## config.mk

```make
export PLATFORM = sky130hd
export DESIGN_NAME = door_arbiter
export DESIGN_NICKNAME = d
export VERILOG_FILES = /design/src/rtl/door_arbiter.sv
export SDC_FILE = /design/constraint.sdc
export NUM_CORES = 1
export LEC_CHECK = 0
export CAP_MARGIN = 20
export CORE_MARGIN = 1.5
export CORE_UTILIZATION = 35
export CTS_CLUSTER_DIAMETER = 150
export DETAILED_ROUTE_END_ITERATION = 10
export GPL_TIMING_DRIVEN = 0
export PLACE_DENSITY = 0.54
export SYNTH_ARGS = -nofsm -noshare
export SYNTH_HDL_FRONTEND = slang
export SYNTH_SLANG_ARGS = --single-unit
```

## constraint.sdc

```tcl
create_clock -name clk -period 2.3 [get_ports clk]
set_input_delay 0.23 -clock clk [delete_from_list [all_inputs] [get_ports clk]]
set_output_delay 0.23 -clock clk [all_outputs]
set_load 0.01 [all_outputs]
```

## src/rtl/door_arbiter.sv

```systemverilog
// Shared-door sequencer: round-robin arbitration between entrance and exit,
// card-gated passage with timeout, fixed open time and occupancy tracking.
module door_arbiter #(
  parameter int OPEN_CYCLES  = 16,
  parameter int DENY_CYCLES  = 8,
  parameter int CARD_TIMEOUT = 32,
  parameter int CAPACITY     = 8,
  parameter int CNT_W        = 4
) (
  input  logic             clk,
  input  logic             reset,
  input  logic             sensor_entrance,
  input  logic             sensor_exit,
  input  logic             card_valid,
  output logic             grant_entrance,
  output logic             grant_exit,
  output logic             door_status,
  output logic             GREEN_LED,
  output logic             RED_LED,
  output logic [CNT_W-1:0] occupancy,
  output logic             full
);

  localparam int TMAX0 = (OPEN_CYCLES > DENY_CYCLES) ? OPEN_CYCLES : DENY_CYCLES;
  localparam int TMAX  = (TMAX0 > CARD_TIMEOUT) ? TMAX0 : CARD_TIMEOUT;
  localparam int TW    = $clog2(TMAX + 1);

  localparam logic [TW-1:0] OPEN_LAST = TW'(OPEN_CYCLES - 1);
  localparam logic [TW-1:0] DENY_LAST = TW'(DENY_CYCLES - 1);
  localparam logic [TW-1:0] WAIT_LAST = TW'(CARD_TIMEOUT - 1);

  typedef enum logic [1:0] {IDLE, WAIT_CARD, OPEN, DENY} state_e;
  typedef enum logic {ENT, EXT} side_e;

  state_e           state_q;
  side_e            owner_q;
  side_e            last_q;
  logic [TW-1:0]    timer_q;
  logic [CNT_W-1:0] occ_q;

  logic full_w;
  logic ent_ok;
  logic ext_ok;
  logic owner_sensor;

  assign full_w       = (occ_q == CNT_W'(CAPACITY));
  assign ent_ok       = sensor_entrance && !full_w;
  assign ext_ok       = sensor_exit && (occ_q != '0);
  assign owner_sensor = (owner_q == ENT) ? sensor_entrance : sensor_exit;

  always_ff @(posedge clk) begin
    if (!reset) begin
      state_q <= IDLE;
      owner_q <= ENT;
      last_q  <= EXT;
      timer_q <= '0;
      occ_q   <= '0;
    end else begin
      case (state_q)
        IDLE: begin
          if (ent_ok || ext_ok) begin
            state_q <= WAIT_CARD;
            timer_q <= '0;
            // On a tie the side that did not go last wins.
            if (ent_ok && ext_ok) owner_q <= (last_q == ENT) ? EXT : ENT;
            else                  owner_q <= ent_ok ? ENT : EXT;
          end
        end
        WAIT_CARD: begin
          if (card_valid) begin
            state_q <= OPEN;
            timer_q <= '0;
          end else if (!owner_sensor) begin
            state_q <= IDLE;
            last_q  <= owner_q;
          end else if (timer_q == WAIT_LAST) begin
            state_q <= DENY;
            timer_q <= '0;
          end else begin
            timer_q <= timer_q + TW'(1);
          end
        end
        OPEN: begin
          if (timer_q == OPEN_LAST) begin
            state_q <= IDLE;
            last_q  <= owner_q;
            occ_q   <= (owner_q == ENT) ? occ_q + CNT_W'(1) : occ_q - CNT_W'(1);
          end else begin
            timer_q <= timer_q + TW'(1);
          end
        end
        DENY: begin
          if (timer_q == DENY_LAST) begin
            state_q <= IDLE;
            last_q  <= owner_q;
          end else begin
            timer_q <= timer_q + TW'(1);
          end
        end
        default: state_q <= IDLE;
      endcase
    end
  end

  assign grant_entrance = (state_q != IDLE) && (owner_q == ENT);
  assign grant_exit     = (state_q != IDLE) && (owner_q == EXT);
  assign door_status    = (state_q == OPEN);
  assign GREEN_LED      = (state_q == OPEN);
  assign RED_LED        = (state_q == DENY);
  assign occupancy      = occ_q;
  assign full           = full_w;

endmodule

```

==> run_results.csv <==
group,metric,value,unit
layout,register_area,280,µm²
job,cap_violations,0,
critical_path,worst-path-max-fanout,5,
sta,fmax,479,MHz
sta,hold_violations,0,
die,dieArea,2830,µm²
logic_synthesis,synth_compound_area_share,22.2,%
critical_path,path_cells,"nor3_1 -> and2_1 -> clkdlybuf4s50_1",
pwr,p_leak,0.425,nW
logic_synthesis,synth.area.mux_share,5.68,%
critical_path,critPathCaptureType,"primary output",
logic_synthesis,synth_top_family_by_area,"simple AND/OR/NAND/NOR gates",
clock_tree,cts_root_buffer,"clkbuf_4",
sta,holdWs,0.482,ns
sta,skew,0.00352,ns
logic_synthesis,netlist_instances,109,
clock_tree,cts_setup_buffers,0,
worst_hold_path,hold_class,"register to register",
die,die_h,53.2,µm
layout,layout.nets,137,
logic_synthesis,yosysUniqueCellTypes,35,
logic_synthesis,synth_top_area_share,31.8,%
clock_tree,clkTransAtPathRegs,0.10,ns
logic_synthesis,synth-edff-count,0,
sta,slew_violations,0,
layout,antennaDiodeCount,0,
sta,fin_crit_sh,90.8,%
die,num_rows,17,
sta,worst_slew_pin_slew,0.490,ns
clock_tree,clkSinkCount,14,
pwr,p_sw,162,µW
sta,slew_headroom,67.1,%
run_status,status,"completed",
clock_tree,cts_buffers,3,
global_routing,grt_pass1_vias,786,
critical_path,criticalPathCategory,"register to primary output",
clock_tree,cts_max_path_buffers,2,
layout,syn_to_final_growth,24.0,%
layout,fin_cells,155,
logic_synthesis,synth.largest_area_cell,"dfxtp_1",
route,post_drt_wl_per_cell,12.8,µm
logic_synthesis,syn_nets,118,
placement,place_inst,151,
placement,gp_congestion,0.832,
route,wl,1980,µm
logic_synthesis,ys_warn_count,0,
placement,place_hpwl,1460,µm
critical_path,slowest_delay,0.54,ns
die,ios,15,
logic_synthesis,ys_seq_area_share,31.8,%
logic_synthesis,yosys.area_share.simple,23.3,%
logic_synthesis,synthFlopType,"dfxtp_1",
layout,drive_gt1_share,9.45,%
sta,setup_tns,0,ns
global_routing,grt_pass1_wl,3480,µm
sta,rsz0062_at_grt,"no",
clock_tree,clock_latency,0.29,ns
die,floorplan.initialDensity,38.3,%
pwr,p_sw_share,29.1,%
pwr,powerDensity,509,nW/µm²
route,num_vias,797,
pwr,clkPwrFrac,33.8,%
clock_tree,htreeDepth,1,
critical_path,critical_path.slowest_cell,"clkdlybuf4s50_1",
pwr,peakVddDrop,0.447,mV
clock_tree,postCtsHoldBufs,0,
pwr,p_total,556,µW
clock_tree,ctsResizeCount,0,
route,dr.pass1.iters,4,
die,design.core.area,2300,µm²
route,drtIter0Drc,3,
sta,setup_viol,0,
logic_synthesis,synth_adder_area_share,6.53,%
placement,post_dp_cell_area,1060,µm²
route,drc,0,
critical_path,worst_setup_path_start_kind,"register",
global_routing,grt_max_degree,11,
critical_path,worstPathRequired,2.07,ns
global_routing,grt-ovfl-total,0,
pwr,p_seq_share,45.6,%
pwr,power_frac_comb,20.7,%
pwr,p_int,394,µW
logic_synthesis,synthArstFlopShare,0,%
logic_synthesis,synthTopCellsByArea,"dfxtp_1, mux2i_1, ha_1",
critical_path,crit_buf_inv,1,
clock_tree,cts_tree,"done",
layout,fin_area,1090,µm²
logic_synthesis,synth-seq-cells,14,
route,drtAntennaViolNets,0,
logic_synthesis,syn_avg_cell_area,8.08,µm²
logic_synthesis,synth_area,881,µm²
critical_path,cp_top_family,"simple AND/OR/NAND/NOR gates",
global_routing,grt_usage,17.4,%
layout,nFillCells,247,
placement,io_buffers,14,
global_routing,antenna_found_initial,0,
die,die_x,53.2,µm
sta,layout_min_cycle_time,2.09,ns
route,viasPerCell,5.14,
layout,multiInputGateArea,543,µm²
critical_path,crit_arrival,1.86,ns
logic_synthesis,synth_xor_area_share,3.98,%
## kinds of logic (layout without fill, tap and decap cells)
group	after synthesis	in the layout
adder cells (fa/ha/maj)	4	4
AND/OR/NAND/NOR	39	39
flip-flops	14	14
XOR/XNOR	4	4
buffers and inverters	13	31
multiplexers	5	5
AO/OA/AOI/OAI	30	30
## per-stage QoR
step | util (%) | setup slack, ns
2_1_floorplan | - | 0.523
3_3_place_gp | 46.0 | 0.174
3_5_place_dp | 46.0 | 0.185
4_1_cts | 47.5 | 0.187
5_1_grt | 47.5 | 0.113
6_report | 47.5 | 0.212
## routing by layer
metal  wire length, µm  global-route usage (%)  vias up  part of all wire (%)
li1                  -                       -      415                     -
met4                14                    5.13        0                  0.71
met2               880                    26.9        9                    44
met5                 0                       0        -                     0
met3                69                    6.50        2                   3.5
met1              1020                    22.4      371                    51
## cells in the final DEF (no fill, tap or decap), types with 2 or more instances in the layout
| cell | synthesis | layout |
|---|---|---|
| nand3_1 | 5 | 5 |
| ha_1 | 3 | 3 |
| dfxtp_1 | 14 | 14 |
| o211ai_1 | 3 | 3 |
| nor2b_1 | 3 | 3 |
| and3_1 | 2 | 2 |
| buf_2 | 4 | 4 |
| inv_1 | 6 | 6 |
| o21ai_1 | 3 | 3 |
| mux2i_1 | 5 | 5 |
| and2_1 | 2 | 2 |
| o21ai_0 | 7 | 7 |
| a21boi_0 | 2 | 2 |
| xnor2_1 | 3 | 3 |
| nand2b_1 | 4 | 4 |
| a21boi_1 | 2 | 2 |
| nor3_1 | 3 | 3 |
| nand2_1 | 7 | 7 |
| nor2_1 | 9 | 9 |
| clkbuf_4 | 0 | 3 |
| a21oi_1 | 6 | 6 |
| clkdlybuf4s50_1 | 0 | 14 |
| clkbuf_1 | 2 | 2 |
## cell usage after synthesis, drive strengths merged (2+ instances only)
cell,instances
ha,3
and3,2
nand2b,4
o21ai,10
dfxtp,14
buf,5
nand3,5
inv,6
o211ai,3
a21oi,7
a21boi,4
nor3,3
nand2,7
and2,2
nor2,9
clkbuf,2
mux2i,5
xnor2,3
nor2b,3
## flip-flops by register name, summed over array words and instances (netlist names)
signal	cells
timer_q	6
owner_q	1
occupancy	4
state_q	2
last_q	1
## cell type report
type / count / area share [%]
inverter: 6 / 2.06
multi-input combinational: 82 / 49.7
clock buffer: 4 / 3.32
timing repair buffer: 14 / 12.8
sequential: 14 / 25.7
tap: 28 / 3.21
buffer: 7 / 3.21
## worst paths after layout
| kind | from | end | slack, ns | cells past startpoint |
|---|---|---|---|---|
| worst max-delay path | occupancy[1] | full | 0.21 | 3 |
| worst min-delay path | last_q | last_q | 0.48 | 2 |
| worst max register to register | timer_q[0] | timer_q[4] | 0.32 | 6 |
| worst min register to register | last_q | last_q | 0.48 | 2 |
## worst register-to-register path, cell delays in order (launching register included)
cell      delay (ns)
dfxtp_1         0.34
ha_1            0.25
and4bb_1        0.25
a21oi_1         0.28
a21oi_2         0.14
or4_1           0.52
a21boi_1        0.14
## power by group through the flow
stage | registers (mW) | logic (mW) | clock network, mW
after floorplan | 0.258 | 0.0737 | 0
after global placement | 0.259 | 0.115 | 0
after detailed placement | 0.259 | 0.114 | 0
after CTS | 0.254 | 0.115 | 0.194
after global routing | 0.254 | 0.128 | 0.207
final | 0.253 | 0.115 | 0.188
Note: power is estimated with default switching activity, not from simulation.
